--- config.mk ---
export PLATFORM = sky130hd
export DESIGN_NAME = video_syncgen
export DESIGN_NICKNAME = d
export VERILOG_FILES = /design/src/rtl/video_syncgen.sv
export SDC_FILE = /design/constraint.sdc
export NUM_CORES = 1
export LEC_CHECK = 0
export CAP_MARGIN = 20
export CORE_AREA = 4 4 120 65
export DETAILED_ROUTE_END_ITERATION = 16
export DIE_AREA = 0 0 124 69
export PLACE_DENSITY = 0.78
export SYNTH_ARGS = -nofsm -noshare
export SYNTH_HDL_FRONTEND = slang
export SYNTH_SLANG_ARGS = --single-unit
--- constraint.sdc ---
create_clock -name clock -period 2.9 [get_ports clock]
set_clock_uncertainty 0.15 [all_clocks]
set_input_delay 0.29 -clock clock [delete_from_list [all_inputs] [get_ports clock]]
set_output_delay 0.29 -clock clock [all_outputs]
set_load 0.03 [all_outputs]
--- src/rtl/video_syncgen.sv ---
// Raster timing generator with a selectable 24-bit test pattern.
// Every output is registered one clock after the counter position it describes.
module video_syncgen #(
    parameter int H_TOTAL  = 800,
    parameter int H_SYNC   = 96,
    parameter int H_BACKP  = 48,
    parameter int H_ACTIVE = 640,
    parameter int V_TOTAL  = 525,
    parameter int V_SYNC   = 2,
    parameter int V_BACKP  = 33,
    parameter int V_ACTIVE = 480
) (
    input  logic        clock,
    input  logic        reset,
    input  logic        scan_ena,
    input  logic [1:0]  pattern_sel,
    input  logic [23:0] fill_color,
    output logic        vsync_out,
    output logic        hsync_out,
    output logic        de_out,
    output logic [23:0] pixel_out,
    output logic        frame_top
);

    localparam int HA0 = H_SYNC + H_BACKP;
    localparam int VA0 = V_SYNC + V_BACKP;
    localparam int BW  = (H_ACTIVE / 8 > 0) ? H_ACTIVE / 8 : 1;

    localparam logic [10:0] H_LAST   = 11'(H_TOTAL - 1);
    localparam logic [10:0] V_LAST   = 11'(V_TOTAL - 1);
    localparam logic [10:0] H_SYNC_L = 11'(H_SYNC);
    localparam logic [10:0] V_SYNC_L = 11'(V_SYNC);
    localparam logic [10:0] HA_BEG   = 11'(HA0);
    localparam logic [10:0] HA_END   = 11'(HA0 + H_ACTIVE);
    localparam logic [10:0] VA_BEG   = 11'(VA0);
    localparam logic [10:0] VA_END   = 11'(VA0 + V_ACTIVE);
    localparam logic [10:0] BW_LAST  = 11'(BW - 1);

    localparam logic [1:0] PAT_BARS  = 2'd0;
    localparam logic [1:0] PAT_RAMP  = 2'd1;
    localparam logic [1:0] PAT_CHECK = 2'd2;
    localparam logic [1:0] PAT_SOLID = 2'd3;

    logic [10:0] hcount_q, hcount_d;
    logic [10:0] vcount_q, vcount_d;
    logic [1:0]  pattern_q, pattern_d;
    logic [10:0] bar_cnt_q, bar_cnt_d;
    logic [2:0]  bar_idx_q, bar_idx_d;
    logic        hsync_q, hsync_d;
    logic        vsync_q, vsync_d;
    logic        de_q, de_d;
    logic [23:0] pixel_q, pixel_d;
    logic        frame_top_q, frame_top_d;

    logic        h_act;
    logic        v_act;
    logic        at_origin;
    logic [10:0] pos_x;
    logic [10:0] pos_y;
    logic [23:0] bar_rgb;
    logic [23:0] pattern_rgb;

    assign h_act     = (hcount_q >= HA_BEG) && (hcount_q < HA_END);
    assign v_act     = (vcount_q >= VA_BEG) && (vcount_q < VA_END);
    assign at_origin = (hcount_q == 11'd0) && (vcount_q == 11'd0);
    assign pos_x     = hcount_q - HA_BEG;
    assign pos_y     = vcount_q - VA_BEG;

    always_comb begin
        bar_rgb = 24'h000000;
        case (bar_idx_q)
            3'd0:    bar_rgb = 24'hFFFFFF;
            3'd1:    bar_rgb = 24'hFFFF00;
            3'd2:    bar_rgb = 24'h00FFFF;
            3'd3:    bar_rgb = 24'h00FF00;
            3'd4:    bar_rgb = 24'hFF00FF;
            3'd5:    bar_rgb = 24'hFF0000;
            3'd6:    bar_rgb = 24'h0000FF;
            default: bar_rgb = 24'h000000;
        endcase
    end

    always_comb begin
        pattern_rgb = 24'h000000;
        case (pattern_q)
            PAT_BARS:  pattern_rgb = bar_rgb;
            PAT_RAMP:  pattern_rgb = {pos_x[7:0], pos_x[7:0], pos_x[7:0]};
            PAT_CHECK: pattern_rgb = (pos_x[4] ^ pos_y[4]) ? 24'hFFFFFF : 24'h000000;
            PAT_SOLID: pattern_rgb = fill_color;
            default:   pattern_rgb = 24'h000000;
        endcase
    end

    always_comb begin
        hcount_d    = hcount_q;
        vcount_d    = vcount_q;
        bar_cnt_d   = bar_cnt_q;
        bar_idx_d   = bar_idx_q;
        hsync_d     = 1'b1;
        vsync_d     = 1'b1;
        de_d        = 1'b0;
        pixel_d     = 24'h000000;
        frame_top_d = 1'b0;
        // The latch only samples at the raster origin so a frame never mixes patterns.
        pattern_d   = at_origin ? pattern_sel : pattern_q;

        if (!scan_ena) begin
            hcount_d  = 11'd0;
            vcount_d  = 11'd0;
            bar_cnt_d = 11'd0;
            bar_idx_d = 3'd0;
        end else begin
            hsync_d     = !(hcount_q < H_SYNC_L);
            vsync_d     = !(vcount_q < V_SYNC_L);
            de_d        = h_act && v_act;
            pixel_d     = (h_act && v_act) ? pattern_rgb : 24'h000000;
            frame_top_d = h_act && v_act && (pos_x == 11'd0) && (pos_y == 11'd0);

            if (hcount_q == H_LAST) begin
                hcount_d = 11'd0;
                vcount_d = (vcount_q == V_LAST) ? 11'd0 : vcount_q + 11'd1;
            end else begin
                hcount_d = hcount_q + 11'd1;
            end

            // Bar position tracks the pixel the counters will point at next; it
            // restarts in horizontal blanking and saturates on the last bar.
            if (h_act) begin
                if (bar_cnt_q == BW_LAST) begin
                    bar_cnt_d = 11'd0;
                    bar_idx_d = (bar_idx_q == 3'd7) ? 3'd7 : bar_idx_q + 3'd1;
                end else begin
                    bar_cnt_d = bar_cnt_q + 11'd1;
                end
            end else begin
                bar_cnt_d = 11'd0;
                bar_idx_d = 3'd0;
            end
        end
    end

    always_ff @(posedge clock or posedge reset) begin
        if (reset) begin
            hcount_q    <= 11'd0;
            vcount_q    <= 11'd0;
            pattern_q   <= PAT_BARS;
            bar_cnt_q   <= 11'd0;
            bar_idx_q   <= 3'd0;
            hsync_q     <= 1'b1;
            vsync_q     <= 1'b1;
            de_q        <= 1'b0;
            pixel_q     <= 24'h000000;
            frame_top_q <= 1'b0;
        end else begin
            hcount_q    <= hcount_d;
            vcount_q    <= vcount_d;
            pattern_q   <= pattern_d;
            bar_cnt_q   <= bar_cnt_d;
            bar_idx_q   <= bar_idx_d;
            hsync_q     <= hsync_d;
            vsync_q     <= vsync_d;
            de_q        <= de_d;
            pixel_q     <= pixel_d;
            frame_top_q <= frame_top_d;
        end
    end

    assign vsync_out = vsync_q;
    assign hsync_out = hsync_q;
    assign de_out    = de_q;
    assign pixel_out = pixel_q;
    assign frame_top = frame_top_q;

endmodule

# After elaboration in Yosys (flattened, before gate mapping)
# Cells that the tools add are included.
# op_classes
reduce_logical,14
n_bitwise,1
n_addsub,6
eq_ne,15
muxes,21
n_lt_le_gt_ge,6
# op_table
cell,count
24-bit one-hot mux with 7 select lines,1
24-bit one-hot mux with 4 select lines,1
11-bit two-way mux,8
24-bit two-way mux,3
11-bit logical NOT,4
11-bit by 1-bit adder with 11-bit output (second input constant),3
11-bit by 10-bit == test with 1-bit output (second input constant),2
11-bit by 10-bit < comparator with 1-bit output (second input constant),2
3-bit == test (second input constant),4
3-bit two-way mux,4
11-bit by 7-bit == test with 1-bit output (second input constant),1
11-bit by 6-bit greater-or-equal comparator with 1-bit output (second input constant),1
11-bit by 8-bit greater-or-equal comparator with 1-bit output (second input constant),1
11-bit by 2-bit < comparator with 1-bit output (second input constant),1
11-bit by 7-bit < comparator with 1-bit output (second input constant),1
11-bit by 6-bit subtractor with 11-bit output (second input constant),1
11-bit by 8-bit subtractor with 11-bit output (second input constant),1
3-bit by 2-bit == test with 1-bit output (second input constant),2
1-bit logical AND,6
2-bit == test (second input constant),2
1-bit two-way mux,4
3-bit by 1-bit adder with 3-bit output (second input constant),1
3-bit by 1-bit == test with 1-bit output (second input constant),1
3-bit logical NOT,1
other kinds (6),7
# totals
wordCells,73
ff_bits,66
in_bits,29
output_inout_bits,28

# Depth between registers and ports, before layout
# depth
word_depth,6
mapped_depth,8

# Worst setup path after synthesis
# Ideal clock, no wire load.
# synth_timing
path_kind,register -> register
startpoint,register vcount_q[1]
endpoint,register pattern_q[1]
synth_period_minus_slack_ns,2.134
path_stages_with_launch,6
t_arrival_ns,1.859
setup_slack_ns,0.766
setup_time_ns,0.125
cell_sequence,dfrtp_1 inv_1 ha_1 or3b_2 nor4_1 mux2_2
# synth_via
elab_chain_len,2
# synth_lines
item,line_no,text
from (decl),45,"logic [10:0] vcount_q, vcount_d;"
from (signal assigned),156,vcount_q <= vcount_d;
11-bit logical NOT,65,assign at_origin = (hcount_q == 11'd0) && (vcount_q == 11'd0);
1-bit logical AND,65,
to (signal assigned),157,pattern_q <= pattern_d;
to (decl),46,"logic [1:0] pattern_q, pattern_d;"
# No other way between the ends.
# A chain may end at the register's enable or synchronous reset.

# Final worst setup path
# layout_timing
startpoint,register hcount_q[0]
endpoint,register pattern_q[1]
# layout_via
elab_chain_len,2
# layout_lines
item,line_no,text
from (decl),44,"logic [10:0] hcount_q, hcount_d;"
from (signal assigned),155,hcount_q <= hcount_d;
11-bit logical NOT,65,
1-bit logical AND,65,
# No other way between the ends.

==> metrics.md <==
| Metric | Value |
|---|---|
| Setup Viol. Count Final | 0 |
| Clk slew on worst S/H paths | 0.05 ns |
| Tot Pwr | 2.22 mW |
| Post-cts hold buffer count | 0 |
| Port Buffers | 56 |
| Setup crit end kind | flip-flop |
| Die width | 124 um |
| Wire length of the first global-routing pass | 14.2 mm |
| Post-CTS Setup Repair Bufs | 0 |
| Antenna Violating Nets Remaining | 0 |
| Initial core utilization | 53.3% |
| Row count | 21 |
| Register area share after synthesis | between 40% and 50% |
| Worst skew pair latency | approximately 0.33 ns |
| Pleak | between 1.5 and 2 nW |
| CTS tree | built |
| Reg-to-reg slack, setup | 0.41 ns |
| Syn-to-layout area delta | 26.7% |
| Core ar. | 6600 um^2 |
| Type of the worst setup path | flip-flop to flip-flop |
| Number of synthesized flops with an enable pin | 0 |
| Cells after Synth | between 300 and 400 |
| DR DRC count | 0 |
| Most frequent cell after synthesis | dfrtp_1 |
| Root buffer cell | clkbuf_16 |
| Post-route cell area | 4450 um^2 |
| Drt total wl | 8.94 mm |
| Hold_ws | 0.255 ns |
| Average cell area after synthesis | 9.17 um^2 |
| Yosys warns | 0 |
| Die height | 69 um |
| Setup WS pre-CTS | 0.476 ns |
| Startpoint Class | flip-flop |
| All-Layer GR Usage | 20.9% |
| Share of layout cells above drive strength 1 | 7.48% |
| Post-synth top area cell | dfrtp_1 |
| Dominant synthesized flop cell | dfrtp_1 |
| Util after Layout | 67.5% |
| Fin crit period | ~2.5 ns |
| Final Cycle Share | between 80% and 90% |
| Placed cells | 518 |
| Top cells by count, synth | dfrtp_1, nor2_1, nand2_1 |
| Sink Count | 66 |
| Synthesized net count | 424 |
| CP required | 2.96 ns |
| Fin worst setup slack | 0.408 ns |
| Reg2reg path depth | 6 |
| H-tree depth | 3 |
| Setup TNS | 0 ns |
| Synth Register Bits | 66 |
| Total gr overflow | 0 |
| Post-CTS sizing | 0 |
| Synth top area cells | dfrtp_1, nor2_1, nand2_1 |
| Count of final hold-check violations | 0 |
| GP Congestion | 0.946 |
| Number of buffers created by CTS | 9 |
| # diodes | 0 |
| Final slew viol count | 0 |
| Max Cap Viol | 0 |
| IO Count | 57 |
| First-pass DRT Iterations | 5 |
| R2R Path Start | hcount_q[0] |
| Worst-Margin Slew | around 0.78 ns |
| Power per cell area | 499 nW/um^2 |
| Antenna violations before repair | 0 |
| Status | finished, final reports clean |
| Fmax | around 0.40 GHz |
| DP HPWL | 6.31 mm |
| Async set-reset flop share out of synthesis | 100% |
| Filler-free cell count of the finished design | ~530 |
| CTS Buffer Depth | 2 |
| Die footprint | 8560 um^2 |
| Mean routed wirelength per cell | 16.8 um |
| Vias in the first global route | 2894 |
| Class of the worst hold path | input pin to async pin |
| Iter 0 DRT Violations | 353 |
| Largest net degree at the start of global routing | 37 |
| Placed cell area | just over 4000 um^2 |
| DR vias | 3105 |
| Maximum vdd drop | approximately 0.27 mV |
| Top cell type's share of synthesized area | 45.6% |
| CP startpoint | hcount_q[0] |
| Nets | 478 |
| Post-DR vias/cell | 5.83 |
| Synth Cell Area | ~3500 um^2 |
| Critical path peak fanout | 7 |
| Synth cell types | 55 |
| Slew HR | 48.3% |
| Critical path arrival | 2.56 ns |
| RSZ-0062 raised after global routing | false |
## placed cells by master (no fill, tap or decap), types with 2 or more instances in the layout
master and count:
dfrtp_1 64, clkdlybuf4s50_1 56, nor2_1 48, nand2_1 45, a31oi_1 20, o21ai_0 20, inv_1 19, xnor2_1 14
a21oi_1 13, ha_1 12, nand3_1 11, nor3_1 11, clkbuf_16 9, xor2_1 7, nand4_1 6, nand2b_1 6
and3_1 5, a211oi_1 5, buf_4 5, o211ai_1 4, o31ai_1 4, or3_1 4, nor4_1 4, and4_1 3
o22ai_1 2, nor2b_1 2, and2_1 2, or2_2 2, or4_1 2, nand4b_1 2, nor4b_1 2, clkinvlp_4 2
clkinv_2 2, dfstp_2 2
## layer usage
layer	GRT usage, %	wire (um)	vias to the layer above
li1	-	-	1446
met1	29.1	4010	1498
met2	32.2	4090	149
met3	5.64	730	12
met4	5.83	106	0
met5	0	0	-
## worst max-delay path, stage by stage, from the launching register on
cell     delay, ns
dfrtp_1       0.46
inv_1         0.09
ha_1          0.14
nor4b_1       0.43
nand2_1       0.11
nor4_1        0.58
mux2_2        0.41
## cells by family after synthesis
kind of cell,synth area share (%)
AOI/OAI and AO/OA,13.9
xor gates and xnor gates,5.88
buffers and inverters,4.67
DFF,47.1
and+or+nand+nor,23.6
muxes,0.606
adders and majority gates,4.27
## flip-flops by register name, summed over array words and instances (netlist names)
signal and count:
vcount_q 11, pixel_out 24, vsync_out 1, bar_cnt_q 11, bar_idx_q 3, de_out 1, pattern_q 2, hsync_out 1
hcount_q 11, frame_top 1
## final timing paths
path / endpoint
min reg2reg: bar_cnt_q[0]
min in group clock: bar_cnt_q[0]
max reg2reg: pattern_q[1]
max: pattern_q[1]
max in group asynchronous: hsync_out
min: pixel_out[19]
## cell type report
class,instances,area [um^2]
clock buffer,10,239
clock inverter,5,55.1
fill,485,2140
inverter,20,75.1
multi-input combinational,278,1690
sequential,66,1650
tap,92,115
timing repair buffer,62,618
## where the power goes
| group | leakage [nW] | internal (mW) | total (mW) | switching [mW] |
|---|---|---|---|---|
| sequential | 0.909 | 0.933 | 0.956 | 0.0231 |
| clock | 0.140 | 0.680 | 1.07 | 0.387 |
| combinational | 0.802 | 0.0790 | 0.199 | 0.120 |
| total | 1.85 | 1.69 | 2.22 | 0.530 |
Power figures use the tool's default switching activity.
